$ cat src/rtl/ipsl_hmic_h_ddrc_apb_user_master_v1_1.sv
// ----------------------------------------------------------------------------
// ipsl_hmic_h_ddrc_apb_user_master_v1_1
// Queues register-access commands from a user client and replays them, one at
// a time, as APB transfers on the user APB side of the DDRC reset controller.
// Issue is held off until the controller reports init complete. An ACCESS phase
// that sees no pready for TIMEOUT cycles is aborted and reported as an error.
//
// Ports
//   pclk, preset          : clock, synchronous active-high reset
//   ddr_init_done         : gates popping of new commands (never aborts one)
//   cmd_valid/cmd_ready   : command handshake (ready = FIFO not full)
//   cmd_write/addr/wdata  : command payload
//   rsp_valid/rsp_ready   : response handshake, held until consumed
//   rsp_rdata/rsp_err     : read data (0 for writes/timeouts), timeout flag
//   user_psel/penable/pwrite/paddr/pwdata : APB requester outputs
//   ddrc_prdata/pready    : APB completer response
//   busy                  : FIFO non-empty or transfer in flight
// ----------------------------------------------------------------------------
module ipsl_hmic_h_ddrc_apb_user_master_v1_1 #(
  parameter int unsigned FIFO_DEPTH = 4,
  parameter logic [7:0]  TIMEOUT    = 8'd255
) (
  input  logic        pclk,
  input  logic        preset,
  input  logic        ddr_init_done,
  input  logic        cmd_valid,
  output logic        cmd_ready,
  input  logic        cmd_write,
  input  logic [11:0] cmd_addr,
  input  logic [31:0] cmd_wdata,
  output logic        rsp_valid,
  input  logic        rsp_ready,
  output logic [31:0] rsp_rdata,
  output logic        rsp_err,
  output logic        user_psel,
  output logic        user_penable,
  output logic        user_pwrite,
  output logic [11:0] user_paddr,
  output logic [31:0] user_pwdata,
  input  logic [31:0] ddrc_prdata,
  input  logic        ddrc_pready,
  output logic        busy
);

  localparam int unsigned AW = (FIFO_DEPTH > 1) ? $clog2(FIFO_DEPTH) : 1;
  localparam int unsigned CW = AW + 1;
  localparam int unsigned EW = 1 + 12 + 32;
  localparam logic [CW-1:0] DEPTH_C = CW'(FIFO_DEPTH);
  // Counter value seen during the last permitted ACCESS cycle
  localparam logic [7:0]    TO_LAST = 8'(TIMEOUT - 8'd1);

  typedef enum logic [1:0] {
    S_IDLE   = 2'd0,
    S_SETUP  = 2'd1,
    S_ACCESS = 2'd2,
    S_RESP   = 2'd3
  } state_t;

  // Command FIFO storage and bookkeeping
  logic [EW-1:0] r_mem [FIFO_DEPTH];
  logic [AW-1:0] r_wptr;
  logic [AW-1:0] r_rptr;
  logic [CW-1:0] r_count;
  logic [CW-1:0] w_count_nxt;
  logic          r_cmd_ready;
  logic          w_push;
  logic          w_pop;
  logic          w_empty;

  // Transfer control
  state_t        r_state;
  state_t        w_state_nxt;
  logic [7:0]    r_tcnt;
  logic          w_tmo;

  // Registered outputs
  logic          r_busy;
  logic          r_psel;
  logic          r_penable;
  logic          r_pwrite;
  logic [11:0]   r_paddr;
  logic [31:0]   r_pwdata;
  logic          r_rsp_valid;
  logic [31:0]   r_rsp_rdata;
  logic          r_rsp_err;

  assign w_empty = (r_count == '0);
  // r_cmd_ready always mirrors "count != depth", so it doubles as the full flag
  assign w_push  = cmd_valid && r_cmd_ready;

  // Occupancy update; simultaneous push and pop leave it unchanged
  always_comb begin
    w_count_nxt = r_count;
    case ({w_push, w_pop})
      2'b10:   w_count_nxt = r_count + CW'(1);
      2'b01:   w_count_nxt = r_count - CW'(1);
      default: w_count_nxt = r_count;
    endcase
  end

  // FIFO payload array (no reset needed: entries are only read when valid)
  always_ff @(posedge pclk) begin
    if (w_push) begin
      r_mem[r_wptr] <= {cmd_write, cmd_addr, cmd_wdata};
    end
  end

  // FSM state register
  always_ff @(posedge pclk) begin
    if (preset) begin
      r_state <= S_IDLE;
    end else begin
      r_state <= w_state_nxt;
    end
  end

  // FSM next-state; pready in the expiry cycle wins over the timeout
  always_comb begin
    w_state_nxt = r_state;
    w_pop       = 1'b0;
    w_tmo       = 1'b0;
    case (r_state)
      S_IDLE: begin
        if (!w_empty && ddr_init_done) begin
          w_pop       = 1'b1;
          w_state_nxt = S_SETUP;
        end
      end
      S_SETUP: begin
        w_state_nxt = S_ACCESS;
      end
      S_ACCESS: begin
        if (ddrc_pready) begin
          w_state_nxt = S_RESP;
        end else if (r_tcnt == TO_LAST) begin
          w_tmo       = 1'b1;
          w_state_nxt = S_RESP;
        end
      end
      S_RESP: begin
        if (rsp_ready) begin
          w_state_nxt = S_IDLE;
        end
      end
      default: begin
        w_state_nxt = S_IDLE;
      end
    endcase
  end

  // Datapath, FIFO pointers and output registers (driven from next state so
  // psel/penable come straight off flops)
  always_ff @(posedge pclk) begin
    if (preset) begin
      r_wptr      <= '0;
      r_rptr      <= '0;
      r_count     <= '0;
      r_cmd_ready <= 1'b1;
      r_busy      <= 1'b0;
      r_tcnt      <= 8'd0;
      r_psel      <= 1'b0;
      r_penable   <= 1'b0;
      r_pwrite    <= 1'b0;
      r_paddr     <= 12'd0;
      r_pwdata    <= 32'd0;
      r_rsp_valid <= 1'b0;
      r_rsp_rdata <= 32'd0;
      r_rsp_err   <= 1'b0;
    end else begin
      if (w_push) begin
        r_wptr <= r_wptr + AW'(1);
      end
      if (w_pop) begin
        r_rptr <= r_rptr + AW'(1);
        {r_pwrite, r_paddr, r_pwdata} <= r_mem[r_rptr];
      end
      r_count     <= w_count_nxt;
      r_cmd_ready <= (w_count_nxt != DEPTH_C);
      r_busy      <= (w_count_nxt != '0) || (w_state_nxt != S_IDLE);
      r_psel      <= (w_state_nxt == S_SETUP) || (w_state_nxt == S_ACCESS);
      r_penable   <= (w_state_nxt == S_ACCESS);
      r_rsp_valid <= (w_state_nxt == S_RESP);

      // Counts ACCESS cycles of the current transfer only
      if (r_state == S_ACCESS) begin
        r_tcnt <= r_tcnt + 8'd1;
      end else begin
        r_tcnt <= 8'd0;
      end

      // Response captured on the ACCESS -> RESP transition, then held
      if ((r_state == S_ACCESS) && (w_state_nxt == S_RESP)) begin
        r_rsp_err   <= w_tmo;
        r_rsp_rdata <= (ddrc_pready && !r_pwrite) ? ddrc_prdata : 32'd0;
      end
    end
  end

  assign cmd_ready    = r_cmd_ready;
  assign busy         = r_busy;
  assign user_psel    = r_psel;
  assign user_penable = r_penable;
  assign user_pwrite  = r_pwrite;
  assign user_paddr   = r_paddr;
  assign user_pwdata  = r_pwdata;
  assign rsp_valid    = r_rsp_valid;
  assign rsp_rdata    = r_rsp_rdata;
  assign rsp_err      = r_rsp_err;

endmodule

$ cat config.mk
export PLATFORM = sky130hd
export DESIGN_NAME = ipsl_hmic_h_ddrc_apb_user_master_v1_1
export DESIGN_NICKNAME = d
export VERILOG_FILES = /design/src/rtl/ipsl_hmic_h_ddrc_apb_user_master_v1_1.sv
export SDC_FILE = /design/constraint.sdc
export NUM_CORES = 1
export LEC_CHECK = 0
export ABC_CLOCK_PERIOD_IN_PS = 3310
export BUFFER_PORTS_ARGS = -buffer_cell sky130_fd_sc_hd__buf_2
export CAP_MARGIN = 10
export CORE_MARGIN = 2
export CORE_UTILIZATION = 56
export DETAILED_ROUTE_END_ITERATION = 16
export MAX_ROUTING_LAYER = met4
export PLACE_DENSITY = 0.79
export SYNTH_ARGS = -nofsm -noshare
export SYNTH_HDL_FRONTEND = slang
export SYNTH_SLANG_ARGS = --single-unit
$ cat constraint.sdc
create_clock -name pclk -period 3.31 [get_ports pclk]
set_clock_uncertainty 0.15 [all_clocks]
set_input_delay 0.662 -clock pclk [delete_from_list [all_inputs] [get_ports pclk]]
set_output_delay 0.662 -clock pclk [all_outputs]
set_load 0.02 [all_outputs]
-- Word-level counts from Yosys, hierarchy flattened
Memory sizes are Yosys's and may differ from the RTL's. A register that Yosys moved wholly into a read port is not among the register bits.
Index checks and enable logic that the tools add are counted.
- $add $sub $neg: 5
- eq/ne operators: 10
- mux-type cells: 14
- bitwise operators: 1
- reductions and logical operators: 13
- operator list (kind ; number):
    $mux 32 ; 1
    $eq 2x2->1 const B ; 5
    $add 8x1->8 const B ; 1
    $eq 8x8->1 const B ; 1
    $mux 2 ; 4
    $pmux 2 s4 ; 1
    $mux 1 ; 7
    $eq 2x1->1 const B ; 3
    $pmux 3 s2 ; 1
    $add 2x1->2 const B ; 2
    $logic_and 1x1->1 ; 4
    $add 3x1->3 const B ; 1
    $logic_not 3->1 ; 1
    $ne 3x3->1 const B ; 1
    $reduce_bool 3->1 ; 1
    $sub 3x1->3 const B ; 1
    $logic_not 1->1 ; 2
    $logic_not 2->1 ; 1
    $logic_or 1x1->1 ; 2
    $reduce_bool 2->1 ; 1
    $reduce_or 2->1 ; 1
    $not 1->1 ; 1
- flip-flop bits (word level): 55
- memory bits (writable): 180
- input port bits: 83
- output and inout bits: 83
- logic and storage cells: 56
- memories: 1
- memory list (name ; words ; width ; read ports ; clocked after Yosys merged registers in ; wr ports ; line ; RTL):
    r_mem ; 4 ; 45 ; 1 ; 1 ; 1 ; 60 ; logic [EW-1:0] r_mem [FIFO_DEPTH];

-- Depth between registers and ports, before layout
- depth after elaboration: 9
- mapped depth: 11
- mapped depth without buffers: 9

-- Least setup slack after synthesis
Ideal clock, no wire load.
- path type: in2reg
- start point: in ddr_init_done
- end point: reg r_cmd_ready (netlist: cmd_ready)
- arrival: 2693 ps
- data required time: 3038 ps
- slack: 345 ps
- cell stages on the path: 8
- buffers on the path: 0
- cells stage by stage: or3b_4 -> nor2_1 -> ha_1 -> inv_1 -> fa_1 -> xor2_1 -> or3_1 -> a221o_1
- longest elaborated chain between the ends: 6
- elaborated cells between the ends (all ways): 7
- RTL lines (element ; line ; RTL):
    start, declared ; 25 ; input logic ddr_init_done,
    $logic_and 1x1->1 * ; 124 ; if (!w_empty && ddr_init_done) begin
    $mux 1 * ; 124 ;
    $mux 1 * ; 122 ; case (r_state)
    via w_pop ; 67 ; logic w_pop;
    $eq 2x1->1 / $eq 2x2->1 (equally long branches) ; 94 ; case ({w_push, w_pop})
    $pmux 3 s2 * ; 94 ;
    $ne 3x3->1 * ; 178 ; r_cmd_ready <= (w_count_nxt != DEPTH_C);
    end signal, assigned ; 178 ;
    end, declared ; 65 ; logic r_cmd_ready;
The timed path passes the listed nets; every way through them passes the cells marked *.
A chain may end at the register's enable or synchronous reset.

-- Worst setup path in the final report
- start point: reg r_state[1]
- end point: reg r_rsp_rdata[13] (netlist: rsp_rdata[13])
- elaborated cells between the ends (all ways): 11
- RTL lines (element ; line ; RTL):
    start, declared ; 71 ; state_t r_state;
    start signal, assigned ; 113 ; r_state <= w_state_nxt;
    $eq 2x2->1 (tied with other cells) ; 122 ;
    $pmux 2 s4 * ; 122 ;
    via w_state_nxt[0] ; 72 ; state_t w_state_nxt;
    $eq 2x2->1 * ; 192 ; if ((r_state == S_ACCESS) && (w_state_nxt == S_RESP)) begin
    $logic_and 1x1->1 * ; 192 ;
    end signal, assigned ; 194 ; r_rsp_rdata <= (ddrc_pready && !r_pwrite) ? ddrc_prdata : 32'd0;
    end, declared ; 84 ; logic [31:0] r_rsp_rdata;
Marks and branches as above.

==> flow_metrics.env <==
export IMPL_cts_resized=0
export IMPL_antenna_left=0
export IMPL_rows=49
export IMPL_postSynthNetCount=803
export IMPL_outcome="completed"
export IMPL_worstReg2RegEnd="rsp_rdata[13]"
export IMPL_drive_gt1_share_pct=32.2
export IMPL_syn_area_mm2=0.0104
export IMPL_slowest_stage="and3b_1"
export IMPL_hold_violations=0
export IMPL_ys_ff_latch=280
export IMPL_arrival_ns=3.18
export IMPL_slew_headroom_pct=26.9
export IMPL_yosysSeqAreaShare_pct=71.0
export IMPL_start_util_pct=57.5
export IMPL_path_cells="or3b_4, nor2_1, buf_4, or3_1, ha_1, and3b_1, nand3_1, a21oi_1"
export IMPL_worstPathMaxFanout=32
export IMPL_final_area_mm2=0.0126
export IMPL_wl_met3_um=1570
export IMPL_synth_edf_count=180
export IMPL_numCtsBuffers=28
export IMPL_path_depth=8
export IMPL_r2r_start="r_state[1]"
export IMPL_worstPathRequired_ns=3.61
export IMPL_yosysWarnings=0
export IMPL_final_cell_mix="edfxtp_1 (180), buf_2 (164), dfxtp_1 (98)"
export IMPL_final_common_cell="edfxtp_1"
export IMPL_area_growth_pct=20.3
export IMPL_grt_use_total_pct=23.1
export IMPL_finalSetupViolCount=0
export IMPL_grt_pass1_wl_um=34600
export IMPL_leakagePower_nw=4.52
export IMPL_grt_pass1_vias=6582
export IMPL_routed_top_layer="met4"
export IMPL_dr_pass1_iters=5
export IMPL_path_class="reg -> reg"
export IMPL_cpPeakStageDelay_ns=0.89
export IMPL_die_h_um=140
export IMPL_power_mw=9.90
export IMPL_critPathBufInv=1
export IMPL_dp_hpwl_um=12900
export IMPL_htreeDepth=1
export IMPL_r2r_slack_ns=0.43
export IMPL_wl_met1_um=9150
export IMPL_drcViolationCount=0
export IMPL_dr_total_vias=6534
export IMPL_grt_overflow=0
export IMPL_min_period_ns=2.88
export IMPL_ys_flop_type="edfxtp_1"
export IMPL_vias_per_cell=5.83
export IMPL_gp_congestion=0.744
export IMPL_tritoncts="yes"
export IMPL_clkTransAtPathRegs_ns=0.06
export IMPL_cp_start_kind="flip-flop"
export IMPL_slew_viol_final=0
export IMPL_endpoint_kind="flip-flop"
export IMPL_ctsHoldBuffers=0
export IMPL_fmax_ghz=0.347
export IMPL_place_area_mm2=0.0115
export IMPL_antenna_found_initial=4
export IMPL_period_share_pct=87.0
export IMPL_fin_cells=1121
export IMPL_worstMarginPinSlew_ns=1.10
export IMPL_power_density_mw_per_mm2=788
export IMPL_io_pins=166
export IMPL_avgRoutedWirePerCell_um=19.9
export IMPL_nets=961
export IMPL_path_delay_family="simple AND/OR/NAND/NOR gates"
export IMPL_clock_sinks=280
export IMPL_rsz0062_at_grt="no"
export IMPL_clk_path_buf_depth=3
export IMPL_synth_area_per_cell_um2=14.7
export IMPL_holdPathStages=1
export IMPL_r2r_cells=8
export IMPL_grt_max_degree=48
export IMPL_drv_cap=0
export IMPL_tns_ns=0
export IMPL_netlist_instances=709
export IMPL_clock_latency_ns=0.54
export IMPL_met2_length_um=11200
export IMPL_core_region_area_mm2=0.0181
export IMPL_worstHoldStart="cmd_wdata[9]"
export IMPL_cts_setup_buffers=0
export IMPL_dp_cells=1066
export IMPL_port_buffers=165
export IMPL_ir_drop_v=0.000576
export IMPL_drt_iter0_markers=377
export IMPL_worstHoldPathType="in -> reg"
export IMPL_drt_total_wl_um=22300
export IMPL_chipWidth_um=140
export IMPL_async_flop_share_pct=0
export IMPL_synthDistinctLibCells=37
export IMPL_die_area_mm2=0.0197
export IMPL_cts_root_buf="clkbuf_16"
export IMPL_min_to="r_mem[2][9]"
[how the worst max path moves through the flow]
stage                        from       endpoint
floorplan           ddr_init_done      cmd_ready
global placement    ddr_init_done  rsp_rdata[20]
detailed placement  ddr_init_done  rsp_rdata[24]
CTS                    r_state[1]  rsp_rdata[13]
global route            r_tcnt[2]   rsp_rdata[4]
finish                 r_state[1]  rsp_rdata[13]
[worst reg2reg max path: stages, from the launching register on]
cell and delay [ns]:
dfxtp_1 0.38, or3b_4 0.43, nor2_1 0.14, buf_4 0.15, or3_1 0.10, ha_1 0.17, and3b_1 0.89, nand3_1 0.19
a21oi_1 0.21
[cells in the mapped netlist, types with 3 or more instances]
library cell,count,share of area [%]
nand2_1,39,1.4
buf_2,14,0.67
and3_1,4,0.24
or3_1,7,0.42
dfxtp_1,100,19
buf_1,4,0.14
nor2_1,12,0.43
buf_6,3,0.32
a21oi_1,85,4.1
inv_1,11,0.40
xor2_1,4,0.34
mux4_2,45,9.7
nand3_1,83,4.0
nor2b_1,4,0.24
o21ai_0,50,2.4
clkbuf_1,31,1.1
ha_1,10,1.2
edfxtp_1,180,52
[kinds of logic (layout without fill, tap and decap cells)]
kind of cell               Yosys count  after routing  share of synthesized area [%]
xor gates and xnor gates             6              6                          0.504
other                                0              4                              0
adders and majority gates           11             11                           1.39
buffers and inverters               64            243                           2.72
AOI/OAI and AO/OA                  142            142                           7.08
muxes                               45             45                           9.71
and+or+nand+nor                    161            161                           7.59
DFF                                280            280                           71.0
[report_power, final]
| part | total, mW | internal, mW | switching, mW | leakage, nW |
|---|---|---|---|---|
| clock network | 3.47 | 2.17 | 1.30 | 0.508 |
| logic | 2.07 | 0.783 | 1.29 | 1.55 |
| registers | 4.35 | 4.11 | 0.241 | 2.46 |
| total | 9.90 | 7.06 | 2.83 | 4.52 |
[layout make-up]
| class | instances | area (um^2) |
|---|---|---|
| multi-input combinational | 365 | 2760 |
| fill | 1255 | 5590 |
| clock inverter | 18 | 282 |
| antenna | 4 | 10.0 |
| tap | 229 | 287 |
| clock buffer | 33 | 751 |
| timing repair buffer | 181 | 1010 |
| inverter | 11 | 41.3 |
| sequential | 280 | 7410 |
[per-layer routing]
metal  track usage (%)  vias up
li1                  -     3004
met1              29.1     3263
met2              39.0      238
met3              4.41       29
met4              5.95        0
met5                 -        -
[sequential cells by signal, summed over array words and instances, names as in the netlist, 2 cells and up]
name / flops
user_paddr: 12
user_pwdata: 32
r_state: 2
rsp_rdata: 32
r_wptr: 2
r_rptr: 2
r_count: 3
r_tcnt: 8
r_mem: 180
[per-stage QoR]
step | util [%] | hold slack, ns | setup WS (ns)
6_report | 69.2 | 0.186 | 0.429
5_1_grt | 69.2 | 0.164 | 0.105
4_1_cts | 69.1 | 0.166 | 0.431
3_5_place_dp | 63.4 | 0.290 | 0.139
3_3_place_gp | 63.4 | 0.284 | 0.191
2_1_floorplan | - | 0.291 | 0.345
No activity file was read; power rests on OpenSTA's default activity.
